### src/rtl/if_prefetch.sv
// Instruction prefetch unit: streams sequential words from the AZPR bus into a
// small {pc, insn} queue and presents the queue head to the ID stage.
module if_prefetch #(
  parameter int                 ADDR_W   = 30,
  parameter int                 DATA_W   = 32,
  parameter int                 DEPTH    = 4,
  parameter logic [ADDR_W-1:0]  RESET_PC = '0
) (
  input  logic                         i_clk,
  input  logic                         i_reset,
  input  logic [DATA_W-1:0]            i_bus_rd_data,
  input  logic                         i_bus_rdy_,
  input  logic                         i_bus_grnt_,
  output logic                         o_bus_req_,
  output logic [ADDR_W-1:0]            o_bus_addr,
  output logic                         o_bus_as_,
  output logic                         o_bus_rw,
  input  logic                         i_stall,
  input  logic                         i_flush,
  input  logic [ADDR_W-1:0]            i_new_pc,
  input  logic                         i_br_taken,
  input  logic [ADDR_W-1:0]            i_br_addr,
  output logic [ADDR_W-1:0]            o_if_pc,
  output logic [DATA_W-1:0]            o_if_insn,
  output logic                         o_if_en,
  output logic                         o_busy,
  output logic [$clog2(DEPTH+1)-1:0]   o_fill_level
);

  localparam int PW = $clog2(DEPTH);
  localparam int CW = $clog2(DEPTH + 1);
  localparam logic [CW-1:0] DEPTH_C = CW'(DEPTH);

  typedef enum logic [2:0] {
    S_IDLE,
    S_REQ,
    S_ACCESS,
    S_WAIT,
    S_DISCARD
  } state_t;

  state_t             r_state;
  state_t             w_state_next;
  logic [ADDR_W-1:0]  r_fetch_pc;
  logic [ADDR_W-1:0]  w_fetch_pc_next;
  logic [PW-1:0]      r_rd_ptr;
  logic [PW-1:0]      r_wr_ptr;
  logic [CW-1:0]      r_count;
  logic [CW-1:0]      w_count_next;

  logic [ADDR_W-1:0]  r_q_pc   [DEPTH];
  logic [DATA_W-1:0]  r_q_insn [DEPTH];

  logic               w_redir;
  logic [ADDR_W-1:0]  w_target;
  logic               w_in_xfer;
  logic               w_push;
  logic               w_pop;

  // flush outranks a branch taken in the same cycle
  assign w_redir   = i_flush | i_br_taken;
  assign w_target  = i_flush ? i_new_pc : i_br_addr;
  assign w_in_xfer = (r_state == S_ACCESS) || (r_state == S_WAIT);
  assign w_push    = w_in_xfer && !i_bus_rdy_ && !w_redir;
  assign w_pop     = o_if_en && !i_stall && !w_redir;

  always_comb begin
    w_count_next = r_count;
    if (w_redir) begin
      w_count_next = '0;
    end else if (w_push && !w_pop) begin
      w_count_next = r_count + 1'b1;
    end else if (!w_push && w_pop) begin
      w_count_next = r_count - 1'b1;
    end
  end

  always_comb begin
    w_fetch_pc_next = r_fetch_pc;
    if (w_redir) begin
      w_fetch_pc_next = w_target;
    end else if (w_push) begin
      w_fetch_pc_next = r_fetch_pc + 1'b1;
    end
  end

  always_comb begin
    w_state_next = r_state;
    case (r_state)
      S_IDLE: begin
        if (!w_redir && (r_count < DEPTH_C)) w_state_next = S_REQ;
      end
      S_REQ: begin
        if (!w_redir && !i_bus_grnt_) w_state_next = S_ACCESS;
      end
      S_ACCESS, S_WAIT: begin
        // an in-flight word after a redirect is stale and must be drained
        if (i_bus_rdy_) begin
          w_state_next = w_redir ? S_DISCARD : S_WAIT;
        end else if (!w_redir && (w_count_next < DEPTH_C) && !i_bus_grnt_) begin
          w_state_next = S_ACCESS;
        end else begin
          w_state_next = S_IDLE;
        end
      end
      S_DISCARD: begin
        if (!i_bus_rdy_) w_state_next = S_IDLE;
      end
      default: w_state_next = S_IDLE;
    endcase
  end

  always_ff @(posedge i_clk or posedge i_reset) begin
    if (i_reset) begin
      r_state    <= S_IDLE;
      r_fetch_pc <= RESET_PC;
      r_rd_ptr   <= '0;
      r_wr_ptr   <= '0;
      r_count    <= '0;
    end else begin
      r_state    <= w_state_next;
      r_fetch_pc <= w_fetch_pc_next;
      r_count    <= w_count_next;
      if (w_redir) begin
        r_rd_ptr <= '0;
        r_wr_ptr <= '0;
      end else begin
        if (w_pop)  r_rd_ptr <= r_rd_ptr + 1'b1;
        if (w_push) r_wr_ptr <= r_wr_ptr + 1'b1;
      end
    end
  end

  // queue storage needs no reset: the head is gated by o_if_en
  always_ff @(posedge i_clk) begin
    if (w_push) begin
      r_q_pc[r_wr_ptr]   <= r_fetch_pc;
      r_q_insn[r_wr_ptr] <= i_bus_rd_data;
    end
  end

  assign o_if_en      = (r_count != '0);
  assign o_if_pc      = o_if_en ? r_q_pc[r_rd_ptr]   : '0;
  assign o_if_insn    = o_if_en ? r_q_insn[r_rd_ptr] : '0;
  assign o_fill_level = r_count;
  assign o_busy       = (r_count == '0) && (w_in_xfer || (r_state == S_DISCARD));

  assign o_bus_req_   = (r_state == S_IDLE);
  assign o_bus_as_    = (r_state != S_ACCESS);
  assign o_bus_addr   = w_in_xfer ? r_fetch_pc : '0;
  assign o_bus_rw     = 1'b1;

endmodule

### config.mk
export PLATFORM = sky130hd
export DESIGN_NAME = if_prefetch
export DESIGN_NICKNAME = d
export VERILOG_FILES = /design/src/rtl/if_prefetch.sv
export SDC_FILE = /design/constraint.sdc
export NUM_CORES = 1
export LEC_CHECK = 0
export CAP_MARGIN = 10
export CORE_MARGIN = 2
export CORE_UTILIZATION = 40
export CTS_CLUSTER_DIAMETER = 60
export CTS_CLUSTER_SIZE = 30
export DETAILED_ROUTE_END_ITERATION = 10
export MAX_ROUTING_LAYER = met4
export PLACE_DENSITY = 0.65
export SYNTH_ARGS = -nofsm -noshare
export SYNTH_HDL_FRONTEND = slang
export SYNTH_SLANG_ARGS = --single-unit
### constraint.sdc
create_clock -name i_clk -period 6.16 [get_ports i_clk]
set_input_delay 1.232 -clock i_clk [delete_from_list [all_inputs] [get_ports i_clk]]
set_output_delay 1.232 -clock i_clk [all_outputs]
set_load 0.02 [all_outputs]
======== After elaboration in Yosys (flattened, before gate mapping) ========
Memory sizes are Yosys's and may differ from the RTL's.
Cells that the tools add are included.
cells by class
  $add $sub $neg .......................... 5
  $lt $le $gt $ge ......................... 2
  equal/unequal tests ..................... 8
  mux-type cells .......................... 22
  bitwise gates (word level) .............. 1
  reductions and logical operators ........ 26
operator list
  kind                     count
  $mux W30                 5
  $mux W32                 1
  $add A30 B1 Y30 const B  1
  $mux W3                  8
  $pmux W3 S4              1
  $logic_and A1 B1 Y1      11
  $mux W2                  5
  $eq A3 B2 Y1 const B     2
  $logic_not A1 Y1         6
  $logic_not A3 Y1         2
  $lt A3 B3 Y1 const B     2
  $add A2 B1 Y2 const B    2
  $ne A2 B2 Y1 const B     2
  $reduce_bool A2 Y1       2
  $add A3 B1 Y3 const B    1
  $eq A3 B1 Y1 const B     1
  $eq A3 B3 Y1 const B     1
  $ne A3 B2 Y1 const B     1
  $reduce_and A3 Y1        1
  $reduce_bool A3 Y1       1
  $sub A3 B1 Y3 const B    1
  $logic_or A1 B1 Y1       2
  $mux W1                  2
  $ne A2 B1 Y1 const B     1
  other kinds (2)          2
word-level totals
  flip-flop bits (word level) ............. 40
  bits in writable memories ............... 248
  input bits .............................. 99
  output and inout port bits .............. 100
  logic and storage cells ................. 71
  memories kept ........................... 2
memory list
  name      depth  bits a word  rd ports  clocked after Yosys merged registers in  wr ports  line  text
  r_q_insn  4      32           1         0                                        1         52    logic [DATA_W-1:0] r_q_insn [DEPTH];
  r_q_pc    4      30           1         0                                        1         51    logic [ADDR_W-1:0] r_q_pc [DEPTH];

======== Logic depth before layout (Yosys ltp) ========
  depth after elaboration ................. 15
  depth in mapped cells ................... 7
  gate-level depth less buffers ........... 7

======== Worst setup path before layout ========
No wires, ideal clock.
  path type ............................... input port to flip-flop
  from .................................... in i_bus_rdy_
  to ...................................... mem r_q_insn[1][0], enable pin
  setup time .............................. 0.427 ns
  arrival ................................. 3.426 ns
  data required time ...................... 5.733 ns
  slack ................................... 2.307 ns
  stages .................................. 4
  buffers on the path ..................... 2
  path through ............................ nor3b_2 buf_4 clkbuf_1 and3_1
on the way
  word-level cells in the longest chain between the ends .. 5
ends and longest elaborated chain
  item                              line  text
  from (decl)                       12    input logic i_bus_rdy_,
  $logic_not A1 Y1                  --
  $logic_and A1 B1 Y1 (2 in a row)  64    assign w_push = w_in_xfer && !i_bus_rdy_ && !w_redir;
  $mux W1                           136   if (w_push) begin
  $mux W1 (implied by the code)     138   r_q_insn[r_wr_ptr] <= i_bus_rd_data;
  to (decl)                         52
No other way between the ends.

======== Final worst setup path ========
  from .................................... reg r_rd_ptr[0]
  to ...................................... out o_if_insn[18]
on the way
  word-level cells in the longest chain between the ends .. 2
ends and longest elaborated chain
  item                    line  text
  from (decl)             46    logic [PW-1:0] r_rd_ptr;
  from (signal assigned)  128   if (w_pop) r_rd_ptr <= r_rd_ptr + 1'b1;
  $mem_v2 Z4 W32          --
  $mux W32                144   assign o_if_insn = o_if_en ? r_q_insn[r_rd_ptr] : '0;
  to (decl)               24    output logic [DATA_W-1:0] o_if_insn,
No other way between the ends.

==> impl_metrics.toml <==
[outcome]
run_status = "finished clean"

[setup_path]
worst-setup-path-type = "flip-flop to output pin"
critPathLaunch = "r_rd_ptr[0]"
worst-path-stages = 4
r2r_cells = 3
timing.critical_path.slowest_cell_delay_ps = 1120
launching_point_of_the_worst_reg2reg_path = "r_state[1]"
cp_data_required_time_ps = 4930
r2r-end = "r_q_insn[1][5]"
crit_arrival_ps = 3330
timing.critical_path.buf_inv = 2
worstSetupStartpointType = "flip-flop"
cp_max_fo = 51
worst_path_dominant_cell_family = "flip-flops"
crit_end = "o_if_insn[18]"
slowest_stage_cell_cp = "dfrtp_4"
cell_chain_critical_path = "buf_4, mux4_2, and2_1, clkdlybuf4s50_1"
setup.reg_to_reg.worst_slack_ps = 3830
worstSetupEndpointType = "output pin"

[global_routing]
grtUsageTotal_pct = 17.9
initial_antenna_violation_count = 0
grt_pass1_wl_um = 41800
globalRoute.totalOverflow = 0
grt_pass1_vias = 7034
grt_max_degree = 65

[clock_network]
postCtsHoldBufs = 0
ctsLongestPathBuffers = 3
post_cts.resized_instances = 0
library_cell_used_as_clock_root_buffer = "clkbuf_16"
worst_setup_hold_path_clk_slew_ps = 80
clkLatencyLatePin_ps = 520
tritoncts = "yes"
cts_post_setup_buffers_inserted = 0
htree_num_levels = 1
tritoncts.num_buffers = 19
cts_sinks = 288

[synth]
postSynthNetCount = 843
yosys.area_share.xor_xnor_pct = 1.93
ys_async_rst_share_pct = 13.9
synth_top_flop_cell = "edfxtp_1"
part_of_the_yosys_area_used_for_sequential_elements_pct = 69.0
synthCells = 736
synth_adder_area_share_pct = 0.817
synthesis.yosys.warnings = 0
post_synth_and_or_nand_nor_area_fraction_pct = 10.1
most_repeated_cell_in_the_gate_level_netlist_after_synthesis = "edfxtp_1"
synth_area_sq_mm = 0.0123
largest_family_of_logic_cells_by_synthesized_area = "multiplexers"
yosysTopAreaCell = "edfxtp_1"
synth_compound_gate_area_share_pct = 4.35
ys_ff_latch = 288
synth-edff-count = 248
count_of_distinct_cell_types_in_the_synthesized_netlist = 60
muxShareOfSynthArea_pct = 11.7
synth_commonest_cells = "edfxtp_1, and2_1, mux4_2"
synth_top_cell_area_share_pct = 60.8
postSynthAreaPerCell_sq_um = 16.6
most_area_consuming_cells_after_synthesis = "edfxtp_1, mux4_2, dfrtp_1"

[die]
rows = 64
dieWidth_um = 179
io-pin-count = 199
die_h_um = 179
coreArea_sq_mm = 0.0303
floorplan.initialDensity_pct = 40.4
design.die.area_sq_mm = 0.0320

[sta]
fmax_mhz = 219
final.period_utilization_pct = 74.0
fin_tns_setup_ps = 0
final.min_clock_period_ps = 4560
max_slew.worst_pin.slew_ps = 1050
fin_worst_skew_ps = 18.5
number_of_failing_setup_endpoints_in_the_final_timing_report = 0
finalMaxSlewViolations = 0
slew_headroom_pct = 30.1
hold_viol_final = 0
unrepaired_setup_endpoints_after_global_routing = "false"

[cells_and_area]
final.fill_count = 2563
final_cell_area_sq_mm = 0.0152
final_layout_size_suffix_gt1_share_pct = 13.1
multi_input_comb_area_sq_mm = 0.00357
areaGrowthSynthToFinish_pct = 24.4
final-seq-area_sq_mm = 0.00846
layout.nets = 1024
diodes = 0

[detailed_routing]
vias = 6915
drtAntennaViolNets = 0
drt-total-wl_um = 27500
first_iter_violations = 595
detailedRoute.firstPassIterationCount = 5
drcViolationCount = 0
detail_route.vias_per_cell = 5.22
route.detailed.wl_per_inst_um = 20.7

[flow_run]
drv.max_cap_violation_count = 0

[placement]
place.port_buffers = 197
dp_hpwl_um = 17300
place_congestion = 0.802
placement.cell_area_sq_mm = 0.0146

[pwr]
pd_cells_mw_per_mm2 = 279
power.static_leakage_nw = 4.94
vdd.ir_drop.worst_mv = 0.145

[min_path]
timing.hold.worst.start = "r_wr_ptr[1]"
min_delay_path_class = "flip-flop to flip-flop"
registers in the layout, indices dropped and copies added, names as in the netlist:
name          count
r_fetch_pc       30
o_fill_level      3
r_state           3
r_q_insn        128
r_q_pc          120
r_rd_ptr          2
r_wr_ptr          2
report_power, final:
part	internal [mW]	leakage, nW	switching [mW]
Sequential	2.17	2.72	0.0817
Combinational	0.307	1.90	0.319
Clock	0.662	0.320	0.718
Total	3.14	4.94	1.12
layout by cell type, fill, tap and decap left out, types with 10 or more instances in the layout:
| cell type | instances |
|---|---|
| a21oi_1 | 26 |
| mux4_2 | 62 |
| dfrtp_1 | 38 |
| and2_1 | 88 |
| nand2_1 | 25 |
| o21ai_0 | 12 |
| xor2_1 | 14 |
| clkbuf_16 | 19 |
| clkdlybuf4s50_1 | 197 |
| nor2b_1 | 10 |
| nor2_1 | 23 |
| xnor2_1 | 13 |
| nand4_1 | 12 |
| edfxtp_1 | 248 |
worst min path at each step:
stage | slack (ps) | end | cells after the start
after floorplan | 470 | r_q_pc[0][8] | 0
after global placement | 560 | r_wr_ptr[1] | 2
after detailed placement | 590 | r_wr_ptr[1] | 2
after CTS | 600 | r_wr_ptr[1] | 2
after global routing | 650 | r_state[0] | 1
final | 590 | r_wr_ptr[1] | 2
cell type report:
type	instances	share of cell area (%)
Clock buffer	20	3.14
Clock inverter	13	1.18
Inverter	10	0.246
Tap cell	396	3.25
Sequential cell	288	55.5
Timing Repair Buffer	203	13.2
Multi-Input combinational cell	395	23.5
worst min-delay path, stage by stage, from the launching register on:
cell and delay (ps):
dfrtp_1 420, nand2_1 70, a21oi_1 60
logic make-up after synthesis:
| kind of cell | count (synthesis) |
|---|---|
| AND/OR/NAND/NOR | 208 |
| multiplexers | 66 |
| XOR/XNOR | 27 |
| other | 1 |
| AO/OA/AOI/OAI | 85 |
| flip-flops | 288 |
| buffers and inverters | 53 |
| adder cells (fa/ha/maj) | 8 |
metal layers:
metal	up-vias	wire, um	global-route usage [%]
met4	0	446	3.83
met3	33	1530	2.52
li1	3202	-	-
met2	232	13100	27.9
met5	-	0	-
met1	3448	12400	25.3
through the flow:
step	setup slack, ps	std cells	power [mW]	hold slack [ps]	util (%)
final	1600	1325	4.26	595	50.2
after global routing	1300	1325	4.42	645	50.2
after CTS	1480	1325	4.30	603	50.2
after detailed placement	2030	1292	2.93	592	48.0
after global placement	2040	1292	2.92	562	48.0
after floorplan	2310	736	2.60	471	-
(Power assumes the default switching activity.)
==> edit 1: new RTL, same settings <==
The parameter `DATA_W` goes from 32 to 64.
--- a/src/rtl/if_prefetch.sv
+++ b/src/rtl/if_prefetch.sv
@@ -2,7 +2,7 @@
 // small {pc, insn} queue and presents the queue head to the ID stage.
 module if_prefetch #(
   parameter int                 ADDR_W   = 30,
-  parameter int                 DATA_W   = 32,
+  parameter int                 DATA_W   = 64,
   parameter int                 DEPTH    = 4,
   parameter logic [ADDR_W-1:0]  RESET_PC = '0
 ) (
Ports: changed (resized i_bus_rd_data and o_if_insn); port bits go from 199 to 263. No check against the original RTL was run, so the function may have changed too.
==> edit 1 against the unedited design <==
  * Non-clock buffer count is 73 higher
  * Sequential cell count is 128 higher
  * Register-to-register slack worse by 0.23 ns
  * Critical path depth stayed put
  * Hold slack worse by 0.016 ns
  * Clock skew is 0.0016 ns lower
  * Routed wire length is 39% higher
  * Worst setup slack worse by 0.034 ns
  * Total power is 44% higher
  * Final area is 40% higher
  * Area after synthesis is 39% higher
  * Critical endpoint is now o_if_pc[21]
  * Largest power group unchanged
  * Highest routed layer unchanged
==> edit 1: results (changes against the unedited design) <==
multi-input combinational area share 21.0% (-2.5 points); largest net degree at the start of global routing 73 (+12%); PortBufs 261 (+32%); GPL Wtd Cong 0.802 (about the same); post-route cell area 21,400 um2 (+40%); Worst R2R End r_q_insn[2][60]; syn nets 1,080 (+28%); first-pass GRT wire length 57.7 mm (+38%); Clock-cell share 5.19% (+0.86 points); via-per-instance ratio 5.26 (+0.71%); Initial DRC Count 677 (+14%); Seq Cell Count 416 (+44%); clkbuf count 34 (+70%); fraction of area in non-clock buffers 13.0% (-0.27 points); total CTS buffers 30 (+11); worst hold margin 0.579 ns (-0.0156 ns); hpwl dp 24.8 mm (+43%); Synth area leaders edfxtp_1, mux4_2, dfrtp_1; Non-clock buffers 276 (+36%); gr usage total 17.7% (-0.16 points); Static Leak 0.00682 uW (+38%); Worst Setup EP o_if_pc[21]; GR Util met2 27.7% (-0.21 points); Vias 9,277 (+34%); # nets final 1,336 (+30%); EDFF count, synth 376 (+52%); Worst Path Max Fanout 72 (+41%); initial antenna violation count 3 (+3); met3 Track Usage GR 2.76% (+0.23 points); Reg2Reg Depth 4 (+1); status finished, final reports clean; achievable frequency 218 MHz (-0.74%); peak supply drop 0.153 mV (+5.5%); placed cell area 20,300 um2 (+39%)
edit 1: changes by cell type after synthesis, sizes merged, moves of 3 or more:
cell	change
nor4	+3
mux4	+32
nand4	-3
nor2	+3
nand3	+3
clkbuf	+10
edfxtp	+128
and2	+31
edit 1: kinds of logic (layout without fill, tap and decap cells):
kind of cell | count (synthesis) | after routing | share of synthesized area [%]
AOI/OAI and AO/OA | 85 | 85 | 3.07
xor gates and xnor gates | 27 | 27 | 1.39
adders and majority gates | 8 | 8 | 0.588
buffers and inverters | 62 | 342 | 1.55
DFF | 416 | 416 | 72.2
muxes | 99 | 99 | 12.7
other | 1 | 6 | 0.0220
and+or+nand+nor | 243 | 243 | 8.45
edit 1: power breakdown:
part	switching, uW	internal, uW	leakage, uW	total [uW]
Combinational	402	386	0.00243	787
Sequential	84.2	3130	0.00387	3220
Clock	1080	1050	0.000524	2130
Total	1560	4570	0.00682	6130
==> edit 2: new RTL, same settings <==
Without the edit above. Re-encode `state_t` (5 states) as Gray code, 3 bits wide.
--- a/src/rtl/if_prefetch.sv
+++ b/src/rtl/if_prefetch.sv
@@ -32,11 +32,11 @@
   localparam logic [CW-1:0] DEPTH_C = CW'(DEPTH);
 
   typedef enum logic [2:0] {
-    S_IDLE,
-    S_REQ,
-    S_ACCESS,
-    S_WAIT,
-    S_DISCARD
+    S_IDLE    = 3'b000,
+    S_REQ     = 3'b001,
+    S_ACCESS  = 3'b011,
+    S_WAIT    = 3'b010,
+    S_DISCARD = 3'b110
   } state_t;
 
   state_t             r_state;
Check against the original RTL: same outputs for any inputs over 4 cycles, from zero or initial values and one cycle with i_reset high; so few cycles prove little.
==> edit 2 against the unedited design <==
  * Worst setup slack better by 0.22 ns
  * Via count up 4.9%
  * Die area is essentially flat
  * Hold slack worse by 0.026 ns
  * Total power shrank 0.84%
  * Synthesized cell count increased by 3.0%
  * Area after synthesis about the same
  * Largest cell class unchanged
  * Sequential cell count unchanged
  * Routed wire length up 2.8%
  * Core utilization rose by 0.38 points
  * Final area is 0.76% higher
==> edit 2: results (changes against the unedited design) <==
status finished, final reports clean; Critical path origin r_rd_ptr[0]; gr usage total 18.3% (+0.42 points); r2r setup slk 3.72 ns (-0.11 ns); vias in the first global route 7,206 (+2.4%); worst r2r src r_fetch_pc[0]; Reg2Reg Depth 6 (+3); Synth Flop Type edfxtp_1; Static Leak 0.00494 uW (+0.11%); Initial DRC Count 641 (+7.7%); Vias 7,257 (+4.9%); H-tree depth 1 (unchanged); GPL Wtd Cong 0.866 (+8.0%); register area share after synthesis 68.9% (about the same); Setup WS pre-CTS 2.03 ns (-0.000730 ns); total CTS buffers 21 (+2); TritonRoute pass-1 iters 5 (unchanged); Max clock buf depth 3 (unchanged); first-pass GRT wire length 42.7 mm (+2.2%); Worst Setup EP o_if_pc[18]; Worst R2R End r_fetch_pc[20]; min setup slack post-route 1.82 ns (+0.221 ns); Worst Path Arrival 3.11 ns (-0.22 ns); worst hold margin 0.569 ns (-0.0259 ns); post-CTS setup buffers 0 (unchanged); Slew @ Worst Pin 1.12 ns (+0.0748 ns); worst skew pair latency 0.52 ns (about the same); largest net degree at the start of global routing 64 (-1.5%); Top Registers r_q_insn: 128 flops, r_q_pc: 120 flops, r_fetch_pc: 30 flops; Syn. warnings 0 (unchanged); WL final 28.3 mm (+2.8%); Clock Skew 0.0162 ns (-0.00234 ns); peak supply drop 0.159 mV (+10%); EDFF count, synth 248 (unchanged); FFs w/ async S/R, synth 13.9% (unchanged); Synth area leaders edfxtp_1, mux4_2, dfrtp_1; # nets final 1,049 (+2.4%); share of cells above drive strength 1 13.3% (+0.14 points); post-synthesis cell type count 58 (-3.3%); Post-synth top cells edfxtp_1, and2_1, mux4_2; initial antenna violation count 0 (unchanged); Hold Crit Class reg2reg; Worst Path Max Fanout 26 (-49%); cts repair resizes 0 (unchanged); root buffer cell clkbuf_16; ant diodes 0 (unchanged); PortBufs 197 (unchanged); hpwl dp 17.5 mm (+1.2%); syn nets 865 (+2.6%); Clock Pin Slew Worst Setup and Hold Paths 0.08 ns (about the same); Post-DRT Antenna Nets 0 (unchanged)
## edit 2: cell types whose count changed after synthesis, moves of 5 or more
cell and change:
nand2_1 +11, xor2_1 -10, nor2_1 +6, nor3_1 +6
o31ai_1 +6, clkbuf_1 +5
## edit 2: critical path, cell delays in order (launching register included)
cell and delay, ns:
dfrtp_4 0.74, buf_4 0.54, mux4_2 0.56, and2_1 0.20
clkdlybuf4s50_1 0.54
## edit 2: cells by family after synthesis
logic type,synth area share (%)
adder cells (fa/ha/maj),0.817
buffers and inverters,1.79
XOR/XNOR,1.50
multiplexers,11.6
AO/OA/AOI/OAI,4.86
other,0.0306
flip-flops,68.9
AND/OR/NAND/NOR,10.5
## edit 2: report_power, final
part           switching, uW  leakage, uW  internal [uW]
Combinational            282      0.00187            270
Sequential              76.5      0.00272           2170
Clock                    745     0.000347            681
Total                   1100      0.00494           3120
## edit 2: layout make-up
type                       count  area [um2]
clock buffer                  21         526
clock inverter                17         190
fill                        2600       15000
inverter                      11        41.3
multi-input combinational    416        3620
sequential                   288        8460
tap                          396         495
timing repair buffer         204        2020
## edit 2: per-stage QoR
step | total power [uW] | std cells | cell area [um2] | util (%)
final | 4220 | 1353 | 15400 | 50.6
after global routing | 4370 | 1353 | 15400 | 50.6
after CTS | 4260 | 1353 | 15400 | 50.6
after detailed placement | 2850 | 1315 | 14600 | 48.2
after global placement | 2840 | 1315 | 14600 | 48.2
after floorplan | 2540 | 758 | 12300 | -
## edit 2: layer usage
metal  up-vias  GRT usage [%]  part of all wire (%)
li1       3296              -                     -
met1      3667           25.5                    44
met2       266           29.4                    48
met3        28           2.18                   6.6
met4         0           3.62                   1.3
met5         -              -                     0
## edit 2: how the worst min path moves through the flow
stage / startpoint / endpoint / depth (start not counted)
3_5_place_dp: r_wr_ptr[1] / r_wr_ptr[1] / 2
3_3_place_gp: r_wr_ptr[1] / r_wr_ptr[1] / 2
5_1_grt: r_wr_ptr[1] / r_wr_ptr[1] / 2
2_1_floorplan: r_fetch_pc[8] / r_q_pc[0][8] / 0
4_1_cts: r_wr_ptr[1] / r_wr_ptr[1] / 2
6_report: r_wr_ptr[1] / r_wr_ptr[1] / 2
